<file path="config.mk">
export PLATFORM = sky130hd
export DESIGN_NAME = rom_arbiter
export DESIGN_NICKNAME = d
export VERILOG_FILES = /design/src/rtl/rom_arbiter_pkg.sv /design/src/rtl/rom_arbiter_rr_arb2.sv /design/src/rtl/rom_arbiter.sv
export SDC_FILE = /design/constraint.sdc
export NUM_CORES = 1
export LEC_CHECK = 0
export BUFFER_PORTS_ARGS = -buffer_cell sky130_fd_sc_hd__buf_2
export CORE_AREA = 3 3 116 118
export CTS_CLUSTER_DIAMETER = 40
export CTS_CLUSTER_SIZE = 16
export DETAILED_ROUTE_END_ITERATION = 6
export DIE_AREA = 0 0 119 121
export HOLD_SLACK_MARGIN = 0.05
export PLACE_DENSITY_LB_ADDON = 0.08
export SLEW_MARGIN = 20
export SYNTH_ARGS = -nofsm -noshare
export SYNTH_HDL_FRONTEND = slang
export SYNTH_HIERARCHICAL = 1
export SYNTH_SLANG_ARGS = --single-unit
</file>
<file path="constraint.sdc">
create_clock -name clk -period 6.1 [get_ports clk]
set_input_delay 1.83 -clock clk [delete_from_list [all_inputs] [get_ports clk]]
set_output_delay 1.83 -clock clk [all_outputs]
set_load 0.05 [all_outputs]
</file>
<file path="src/rtl/rom_arbiter_pkg.sv">
`default_nettype none
// ============================================================================
// Module   : rom_arbiter_pkg
// Brief    : Shared types and constants for the instruction-memory arbiter:
//            bus widths, FSM state encodings and master identifiers.
// Revision : 1.0 - initial release
// ============================================================================
package rom_arbiter_pkg;

    // Default bus width (RegBus) for addresses and data
    localparam int ARB_REG_BUS     = 32;
    // Default memory read latency: 1 = registered-output memory
    localparam int ARB_RD_LAT_DEF  = 1;

    // Arbiter FSM states, explicitly encoded
    typedef enum logic [1:0] {
        ARB_IDLE = 2'd0,
        ARB_RD0  = 2'd1,
        ARB_RD1  = 2'd2
    } arb_state_t;

    // Master identifiers; also the value of the round-robin pointer
    localparam logic ARB_M0 = 1'b0;
    localparam logic ARB_M1 = 1'b1;

endpackage
`default_nettype wire

</file>
<file path="src/rtl/rom_arbiter_rr_arb2.sv">
`default_nettype none
// ============================================================================
// Module   : rr_arb2
// Brief    : Two-way round-robin arbiter. Combinational one-hot grant from the
//            request vector; the pointer names the master that wins a tie and
//            moves to the other master whenever a grant is taken (advance).
// Revision : 1.0 - initial release
// ============================================================================
module rr_arb2
    import rom_arbiter_pkg::*;
(
    input  logic       clk,
    input  logic       rst,
    input  logic [1:0] req,
    input  logic       advance,
    output logic [1:0] gnt
);

    logic r_ptr;

    // Single requester wins outright; a tie goes to the pointer's master
    always_comb begin
        gnt = 2'b00;
        case (req)
            2'b01:   gnt = 2'b01;
            2'b10:   gnt = 2'b10;
            2'b11:   gnt = (r_ptr == ARB_M0) ? 2'b01 : 2'b10;
            default: gnt = 2'b00;
        endcase
    end

    // Pointer moves to the master that did not receive the grant
    always_ff @(posedge clk) begin
        if (rst) begin
            r_ptr <= ARB_M0;
        end else if (advance) begin
            r_ptr <= gnt[0] ? ARB_M1 : ARB_M0;
        end
    end

endmodule
`default_nettype wire

</file>
<file path="src/rtl/rom_arbiter.sv">
`default_nettype none
// ============================================================================
// Module   : rom_arbiter
// Brief    : Shares a single-port instruction memory between the core fetch
//            port (m0, read-only) and a loader/debug port (m1, read/write).
//            Round-robin grant in IDLE only, one read in flight, registered
//            per-master read response. Writes complete in the grant cycle.
// Options  : ROM_ARB_WLOCK_EN - adds wlock input and sticky wr_err output;
//            m1 writes granted under wlock are acknowledged but dropped.
// Revision : 1.0 - initial release
// ============================================================================
module rom_arbiter
    import rom_arbiter_pkg::*;
#(
    parameter int AW     = ARB_REG_BUS,
    parameter int DW     = ARB_REG_BUS,
    parameter int RD_LAT = ARB_RD_LAT_DEF
) (
    input  logic          clk,
    input  logic          rst,
    input  logic          m0_req,
    input  logic [AW-1:0] m0_addr,
    output logic          m0_gnt,
    output logic          m0_rvalid,
    output logic [DW-1:0] m0_rdata,
    input  logic          m1_req,
    input  logic          m1_we,
    input  logic [AW-1:0] m1_addr,
    input  logic [DW-1:0] m1_wdata,
    output logic          m1_gnt,
    output logic          m1_rvalid,
    output logic [DW-1:0] m1_rdata,
    output logic          mem_wen,
    output logic [AW-1:0] mem_w_addr,
    output logic [DW-1:0] mem_w_data,
    output logic          mem_ren,
    output logic [AW-1:0] mem_r_addr,
    input  logic [DW-1:0] mem_r_data,
`ifdef ROM_ARB_WLOCK_EN
    input  logic          wlock,
    output logic          wr_err,
`endif
    output logic          busy
);

    arb_state_t    r_state;
    arb_state_t    w_state_nxt;

    logic [1:0]    w_arb_req;
    logic [1:0]    w_gnt;
    logic          w_can_grant;
    logic          w_any_gnt;
    logic          w_gnt_id;
    logic [AW-1:0] w_gnt_addr;
    logic          w_is_wr;
    logic          w_is_rd;
    logic          w_wr_block;
    logic          w_capture;
    logic          w_cap_id;

    logic          r_rsp_id;
    logic [AW-1:0] r_rsp_addr;
    logic [DW-1:0] r_m0_rdata;
    logic [DW-1:0] r_m1_rdata;

    // Requests only reach the arbiter when idle and out of reset, so no
    // grant (and no pointer movement) can happen while a read is pending.
    assign w_can_grant = (r_state == ARB_IDLE) && !rst;
    assign w_arb_req   = {m1_req, m0_req} & {2{w_can_grant}};

    rr_arb2 u_rr_arb2 (
        .clk     (clk),
        .rst     (rst),
        .req     (w_arb_req),
        .advance (w_any_gnt),
        .gnt     (w_gnt)
    );

    assign w_any_gnt  = |w_gnt;
    assign w_gnt_id   = w_gnt[1];
    assign w_gnt_addr = w_gnt[1] ? m1_addr : m0_addr;
    assign w_is_wr    = w_gnt[1] & m1_we;
    assign w_is_rd    = w_any_gnt & ~w_is_wr;

    assign m0_gnt     = w_gnt[0];
    assign m1_gnt     = w_gnt[1];

    // Write path: only m1 writes, and it completes in the grant cycle
    assign mem_wen    = w_is_wr & ~w_wr_block;
    assign mem_w_addr = m1_addr;
    assign mem_w_data = m1_wdata;

    assign busy       = (r_state != ARB_IDLE);
    assign m0_rdata   = r_m0_rdata;
    assign m1_rdata   = r_m1_rdata;

`ifdef ROM_ARB_WLOCK_EN
    logic r_wr_err;

    assign w_wr_block = wlock;
    assign wr_err     = r_wr_err;

    // Sticky flag: any write attempted under lock, cleared only by reset
    always_ff @(posedge clk) begin
        if (rst) begin
            r_wr_err <= 1'b0;
        end else if (w_is_wr && wlock) begin
            r_wr_err <= 1'b1;
        end
    end
`else
    assign w_wr_block = 1'b0;
`endif

    // FSM state register
    always_ff @(posedge clk) begin
        if (rst) begin
            r_state <= ARB_IDLE;
        end else begin
            r_state <= w_state_nxt;
        end
    end

    // Next state, read-port drive, capture strobe and rvalid decode
    always_comb begin
        w_state_nxt = r_state;
        w_capture   = 1'b0;
        w_cap_id    = r_rsp_id;
        mem_ren     = 1'b0;
        mem_r_addr  = w_gnt_addr;
        m0_rvalid   = 1'b0;
        m1_rvalid   = 1'b0;
        case (r_state)
            ARB_IDLE: begin
                if (w_is_rd) begin
                    mem_ren = 1'b1;
                    if (RD_LAT == 0) begin
                        // Combinational memory: data is valid at the grant edge
                        w_capture   = 1'b1;
                        w_cap_id    = w_gnt_id;
                        w_state_nxt = ARB_RD0;
                    end else begin
                        w_state_nxt = ARB_RD1;
                    end
                end
            end
            ARB_RD1: begin
                // Hold the read request one more cycle for the registered memory
                mem_ren     = 1'b1;
                mem_r_addr  = r_rsp_addr;
                w_capture   = 1'b1;
                w_state_nxt = ARB_RD0;
            end
            ARB_RD0: begin
                m0_rvalid   = (r_rsp_id == ARB_M0);
                m1_rvalid   = (r_rsp_id == ARB_M1);
                w_state_nxt = ARB_IDLE;
            end
            default: begin
                w_state_nxt = ARB_IDLE;
            end
        endcase
        // A response pending at reset is discarded, never presented
        if (rst) begin
            mem_ren   = 1'b0;
            m0_rvalid = 1'b0;
            m1_rvalid = 1'b0;
        end
    end

    // Response register: owner/address at grant, data into the owner's slot
    always_ff @(posedge clk) begin
        if (rst) begin
            r_rsp_id   <= ARB_M0;
            r_rsp_addr <= '0;
            r_m0_rdata <= '0;
            r_m1_rdata <= '0;
        end else begin
            if (w_is_rd) begin
                r_rsp_id   <= w_gnt_id;
                r_rsp_addr <= w_gnt_addr;
            end
            if (w_capture) begin
                if (w_cap_id == ARB_M1) begin
                    r_m1_rdata <= mem_r_data;
                end else begin
                    r_m0_rdata <= mem_r_data;
                end
            end
        end
    end

endmodule
`default_nettype wire
</file>
; ---- Word level (Yosys, flattened, before mapping)
; Cells that the tools add are included.
[word_totals]
elab_cells = 39
in_bits = 133
ff_bits = 100
output_inout_bits = 167
[op_classes]
bitwise = 5
muxes = 15
reduce_logical = 7
n_eq_ne = 6
[op_table]
columns = cell, n
row1 = $mux 32, 2
row2 = $mux 1, 8
row3 = $eq 2x2->1 const B, 3
row4 = $pmux 2 s3, 1
row5 = $eq 2x1->1 const B, 2
row6 = $mux 2, 2
row7 = $pmux 2 s2, 1
row8 = $reduce_and 2->1, 2
row9 = $and 1x1->1, 2
row10 = $and 2x2->2, 1
row11 = $logic_not 2->1, 1
row12 = $ne 2x2->1 const B, 1
row13 = $not 1->1, 2
row14 = $pmux 1 s2, 1
row15 = $reduce_bool 2->1, 1
row16 = $reduce_or 2->1, 1
row17 = $logic_and 1x1->1, 1
row18 = $logic_not 1->1, 1

; ---- Logic depth before layout (Yosys ltp)
[depth]
ltp_word = 11
mapped_depth = 11
ltp_nobuf = 7

; ---- Cells and area by module
; The synthesis kept the hierarchy.
[by_module_without_submodules]
columns = module, n_inst, seq_area_each_um2, area_per_inst_um2, cells_each
row1 = rom_arbiter, 1, 1981.9, 4785.8, 585
row2 = rr_arb2, 1, 20.0, 67.6, 7

; ---- Worst setup path before layout
; OpenSTA, ideal clock, no wires.
[synth_timing]
path_type = input to output
start = in rst
end = out mem_ren
arrival_time_ns = 5.537
n_path_buf = 4
path_stages = 10
slack_ns = -1.267
required_ns = 4.270
cell_sequence = clkbuf_1 -> nor2_1 -> and2_1 -> a21boi_0 -> buf_6 -> or2_1 -> buf_2 -> clkbuf_1 -> a21oi_1 -> nor3_1
[synth_via]
elab_cells_between_ends = 14
classes_between = 3 x eq/ne / 4 x mux / 4 x bitwise / 3 x reduce/logical
[synth_lines]
columns = element, line_no
row1 = "start, declared", rom_arbiter.sv:20  ; input logic rst,
row2 = $logic_not 1->1 (*), rom_arbiter.sv:68  ; assign w_can_grant = (r_state == ARB_IDLE) && !rst;
row3 = $logic_and 1x1->1 (*), rom_arbiter.sv:68
row4 = $and 2x2->2 (*), rom_arbiter.sv:69  ; assign w_arb_req = {m1_req, m0_req} & {2{w_can_grant}};
row5 = via w_arb_req[0], rom_arbiter.sv:49  ; logic [1:0] w_arb_req;
row6 = $eq 2x2->1 / $eq 2x1->1 (equally long branches), rom_arbiter_rr_arb2.sv:24  ; case (req)
row7 = $pmux 2 s3 (*), rom_arbiter_rr_arb2.sv:24
row8 = via m1_gnt, rom_arbiter.sv:30  ; output logic m1_gnt,
row9 = $reduce_or 2->1 (*), rom_arbiter.sv:79  ; assign w_any_gnt = |w_gnt;
row10 = via w_any_gnt, rom_arbiter.sv:52  ; logic w_any_gnt;
row11 = $and 1x1->1 (*), rom_arbiter.sv:83  ; assign w_is_rd = w_any_gnt & ~w_is_wr;
row12 = $mux 1 (*), rom_arbiter.sv:135  ; if (w_is_rd) begin
row13 = $pmux 1 s2 (*), rom_arbiter.sv:133  ; case (r_state)
row14 = $mux 1 (*), rom_arbiter.sv:164  ; if (rst) begin
row15 = "end, declared", rom_arbiter.sv:36  ; output logic mem_ren,
; The timed path passes the listed nets; every way through them passes the cells marked *.

; ---- Worst setup path in the final report
[layout_timing]
start = in rst
end = out mem_r_addr[1]
[layout_via]
elab_chain_len = 7
elab_cells_between_ends = 9
classes_between = 3 x eq/ne / 3 x mux / 1 x bitwise / 2 x reduce/logical
[layout_rtl]
columns = element, line_no
row1 = $logic_not 1->1 (*), rom_arbiter.sv:68
row2 = $logic_and 1x1->1 (*), rom_arbiter.sv:68
row3 = $and 2x2->2 (*), rom_arbiter.sv:69
row4 = via w_arb_req[0], rom_arbiter.sv:49
row5 = $eq 2x2->1 / $eq 2x1->1 (equally long branches), rom_arbiter_rr_arb2.sv:24
row6 = $pmux 2 s3 (*), rom_arbiter_rr_arb2.sv:24
row7 = $mux 32 (*), rom_arbiter.sv:81  ; assign w_gnt_addr = w_gnt[1] ? m1_addr : m0_addr;
row8 = $mux 32 (*), rom_arbiter.sv:133
row9 = "end, declared", rom_arbiter.sv:37  ; output logic [AW-1:0] mem_r_addr,
; Marked as above.

==> summary.md <==
| Metric | Value |
|---|---|
| Status | complete, no violations |
| HP Class | flop to flop |
| GRT overflow | 0 |
| Hold Path Depth | 2 |
| Area Overhead vs Synth | 22.0% |
| Die ar. | about 0.014 mm2 |
| Fmax | 181 MHz |
| P_sw | 650 uW |
| Final Hold Vio Count | 0 |
| Vias in the first global route | just over 4000 |
| RSZ-0062 raised after global routing | false |
| Crit path launch type | input port |
| Final ANT Viol Nets | 0 |
| Starting Density | 0.386 |
| # setup viols final | 0 |
| Setup tns final | 0 ns |
| Pre-CTS WS | around 0.55 ns |
| Dpl cell area | between 0.005 and 0.006 mm2 |
| Crit path to | mem_r_addr[1] |
| IO Count | 300 |
| Critical Path Fanout Max | 37 |
| Crit. End Element | primary output |
| Cts hold-fix bufs | 0 |
| Core Rows | 41 |
| Combinational fraction of design power | 0.293 |
| Via count | 4425 |
| R2R Setup Slk | about 3.1 ns |
| Skew final | ~0.006 ns |
| Part of the cycle the worst path needs | 0.905 |
| IO buf count | 235 |
| Power Dens Cells | around 300 mW/mm2 |
| Die height | ~120 um |
| CTS resizes | 0 |
| Syn Nets | roughly 730 |
| Fin cells | between 900 and 1000 |
| GRT Overall Usage | 0.182 |
| Placer Congestion | between 0.8 and 0.9 |
| CP Launch Point | rst |
| FILL cells | between 1000 and 1500 |
| CTS Buffer Depth | 2 |
| Ratio of cells with drive above 1 in the final layout | 0.401 |
| Drt first pass iters | 4 |
| N_diodes | 0 |
| Commonest cells after routing, fill and taps aside | 234 x buf_2, 130 x a21oi_1, 129 x nand2_1 |
| CTS sink cnt | 100 |
| Worst EP required | around 4.3 ns |
| Final wirelength | around 14 mm |
| Root buf cell | clkbuf_16 |
| Insertion delay to the later sink of the worst-skew pair | about 0.34 ns |
| DR WL/cell | between 10 and 15 um |
| Initial antenna violation count | 0 |
| R2R Path Start | r_state[0] |
| Min Tclk post-route | about 5.5 ns |
| Synth Cell Area | slightly below 0.005 mm2 |
| Clock transition at the registers of the reported paths | ~0.07 ns |
| FF+latch count, synth | 100 |
| Initial DRC count | between 150 and 200 |
| # DRC | 0 |
| Post-CTS setup buffers | 0 |
| Yosys warns | 6 |
| Largest net degree at the start of global routing | between 70 and 80 |
| Max_slew headroom | 0.380 |
| Placed Cells incl. Taps | about 900 |
| Slew at the pin closest to its max-slew limit | between 0.9 and 1 ns |
| Post-Synthesis Cells | a little under 600 |
| Sequential-to-total area share from yosys stat | 0.412 |
| Final #Nets | 869 |
| CTS tree | yes |
| Dpl hpwl | between 9 and 10 mm |
| Total CTS buffers | 9 |
| Slew Limit Fails | 0 |
| Most common cell after layout, fill and taps aside | buf_2 |
| Clk pwr share | 0.301 |
| Critical Path AT | around 3.7 ns |
| Finished Cell Area | around 0.0059 mm2 |
| Critical path type | input port to primary output |
| Global-route wire length before repair | 21.3 mm |
| Reg power frac | 0.406 |
| Vias per inst | a little under 5 |
| Max-cap violations | 0 |
| Die Wd | around 120 um |
| CTS H-tree depth | 3 |
| Worst vdd ir | ~130 uV |
| Worst R2R Path Depth | 9 |
| Crit Reg-Reg Endpoint | r_rsp_addr[10] |
| Switching share of power | 0.370 |
| Core area | 0.0126 mm2 |
| Library cells used by synthesis | 29 |
| Leakage | 0.00261 uW |
| Mean Syn Cell Area | 8.20 um2 |
| Setup WS post-layout | roughly 0.58 ns |
| Internal power | about 1100 uW |
state kept, by name (all words and copies together) (netlist names):
signal / count
m0_rdata: 32
u_rr_arb2/r_ptr: 1
r_rsp_addr: 32
r_rsp_id: 1
r_state: 2
m1_rdata: 32
worst max-delay path, stage by stage:
cell and delay [ns]:
buf_4 0.33, nor2_1 0.12, and2_1 0.22, a21boi_4 0.19, buf_12 0.26, mux2i_1 0.32, a21oi_1 0.14, buf_2 0.26
cell type report:
type                       count  area (um2)  share of cell area
clock inverter                 6        47.5             0.00803
multi-input combinational    377        2160               0.364
tap                          172         215              0.0363
timing repair buffer         244        1260               0.213
clock buffer                   9         225              0.0380
sequential                   100        2000               0.338
inverter                       4        15.0             0.00254
how the worst min path moves through the flow:
stage / start / to / slack [ns]
2_1_floorplan: r_rsp_addr[10] / r_rsp_addr[10] / 0.49
5_1_grt: m0_rdata[12] / m0_rdata[12] / 0.47
6_report: m1_rdata[2] / m1_rdata[2] / 0.45
3_5_place_dp: m1_rdata[0] / m1_rdata[0] / 0.44
3_3_place_gp: m1_rdata[22] / m1_rdata[22] / 0.44
4_1_cts: m1_rdata[0] / m1_rdata[0] / 0.45
metal layers:
metal / vias up / GRT usage / share of wire
li1: 2218 / - / -
met1: 2015 / 0.218 / 0.42
met2: 159 / 0.310 / 0.48
met3: 33 / 0.0517 / 0.080
met4: 0 / 0.0681 / 0.018
met5: - / 0 / 0
power by group through the flow:
stage	Combinational, uW	Clock, uW	Sequential, uW
floorplan	423	0	768
global placement	517	0	727
detailed placement	521	0	728
CTS	522	551	713
global route	552	572	718
finish	516	529	714
cell usage after synthesis:
cell | count | area share
a211oi_1 | 3 | 0.0046
a211oi_2 | 29 | 0.075
a21boi_0 | 1 | 0.0015
a21boi_2 | 1 | 0.0023
a21oi_1 | 130 | 0.13
a31o_1 | 1 | 0.0018
and2_1 | 3 | 0.0039
and2_4 | 1 | 0.0018
and3b_1 | 1 | 0.0018
buf_1 | 1 | 0.00077
buf_2 | 12 | 0.012
buf_4 | 64 | 0.099
buf_6 | 5 | 0.012
clkbuf_1 | 29 | 0.022
dfxtp_1 | 100 | 0.41
inv_1 | 4 | 0.0031
mux2i_1 | 32 | 0.066
nand2_1 | 129 | 0.10
nand2b_1 | 2 | 0.0026
nand3b_1 | 1 | 0.0015
nor2_1 | 34 | 0.026
nor3_1 | 1 | 0.0010
nor3b_2 | 2 | 0.0052
nor4b_1 | 1 | 0.0018
nor4bb_1 | 1 | 0.0021
o21ai_0 | 1 | 0.0010
or2_1 | 1 | 0.0013
or2_2 | 1 | 0.0013
or3b_2 | 1 | 0.0018
per-stage QoR:
step	total power [uW]	hold WS [ns]	utilization
global placement	1240	0.439	0.449
floorplan	1190	0.495	-
CTS	1790	0.454	0.471
finish	1760	0.451	0.471
detailed placement	1250	0.443	0.449
global route	1840	0.466	0.471
cells by family after synthesis:
kind of cell,count (synthesis),synth area share
AOI/OAI and AO/OA,166,0.220
DFF,100,0.412
and+or+nand+nor,179,0.152
buffers and inverters,115,0.149
muxes,32,0.0660
(Power assumes the default switching activity.)
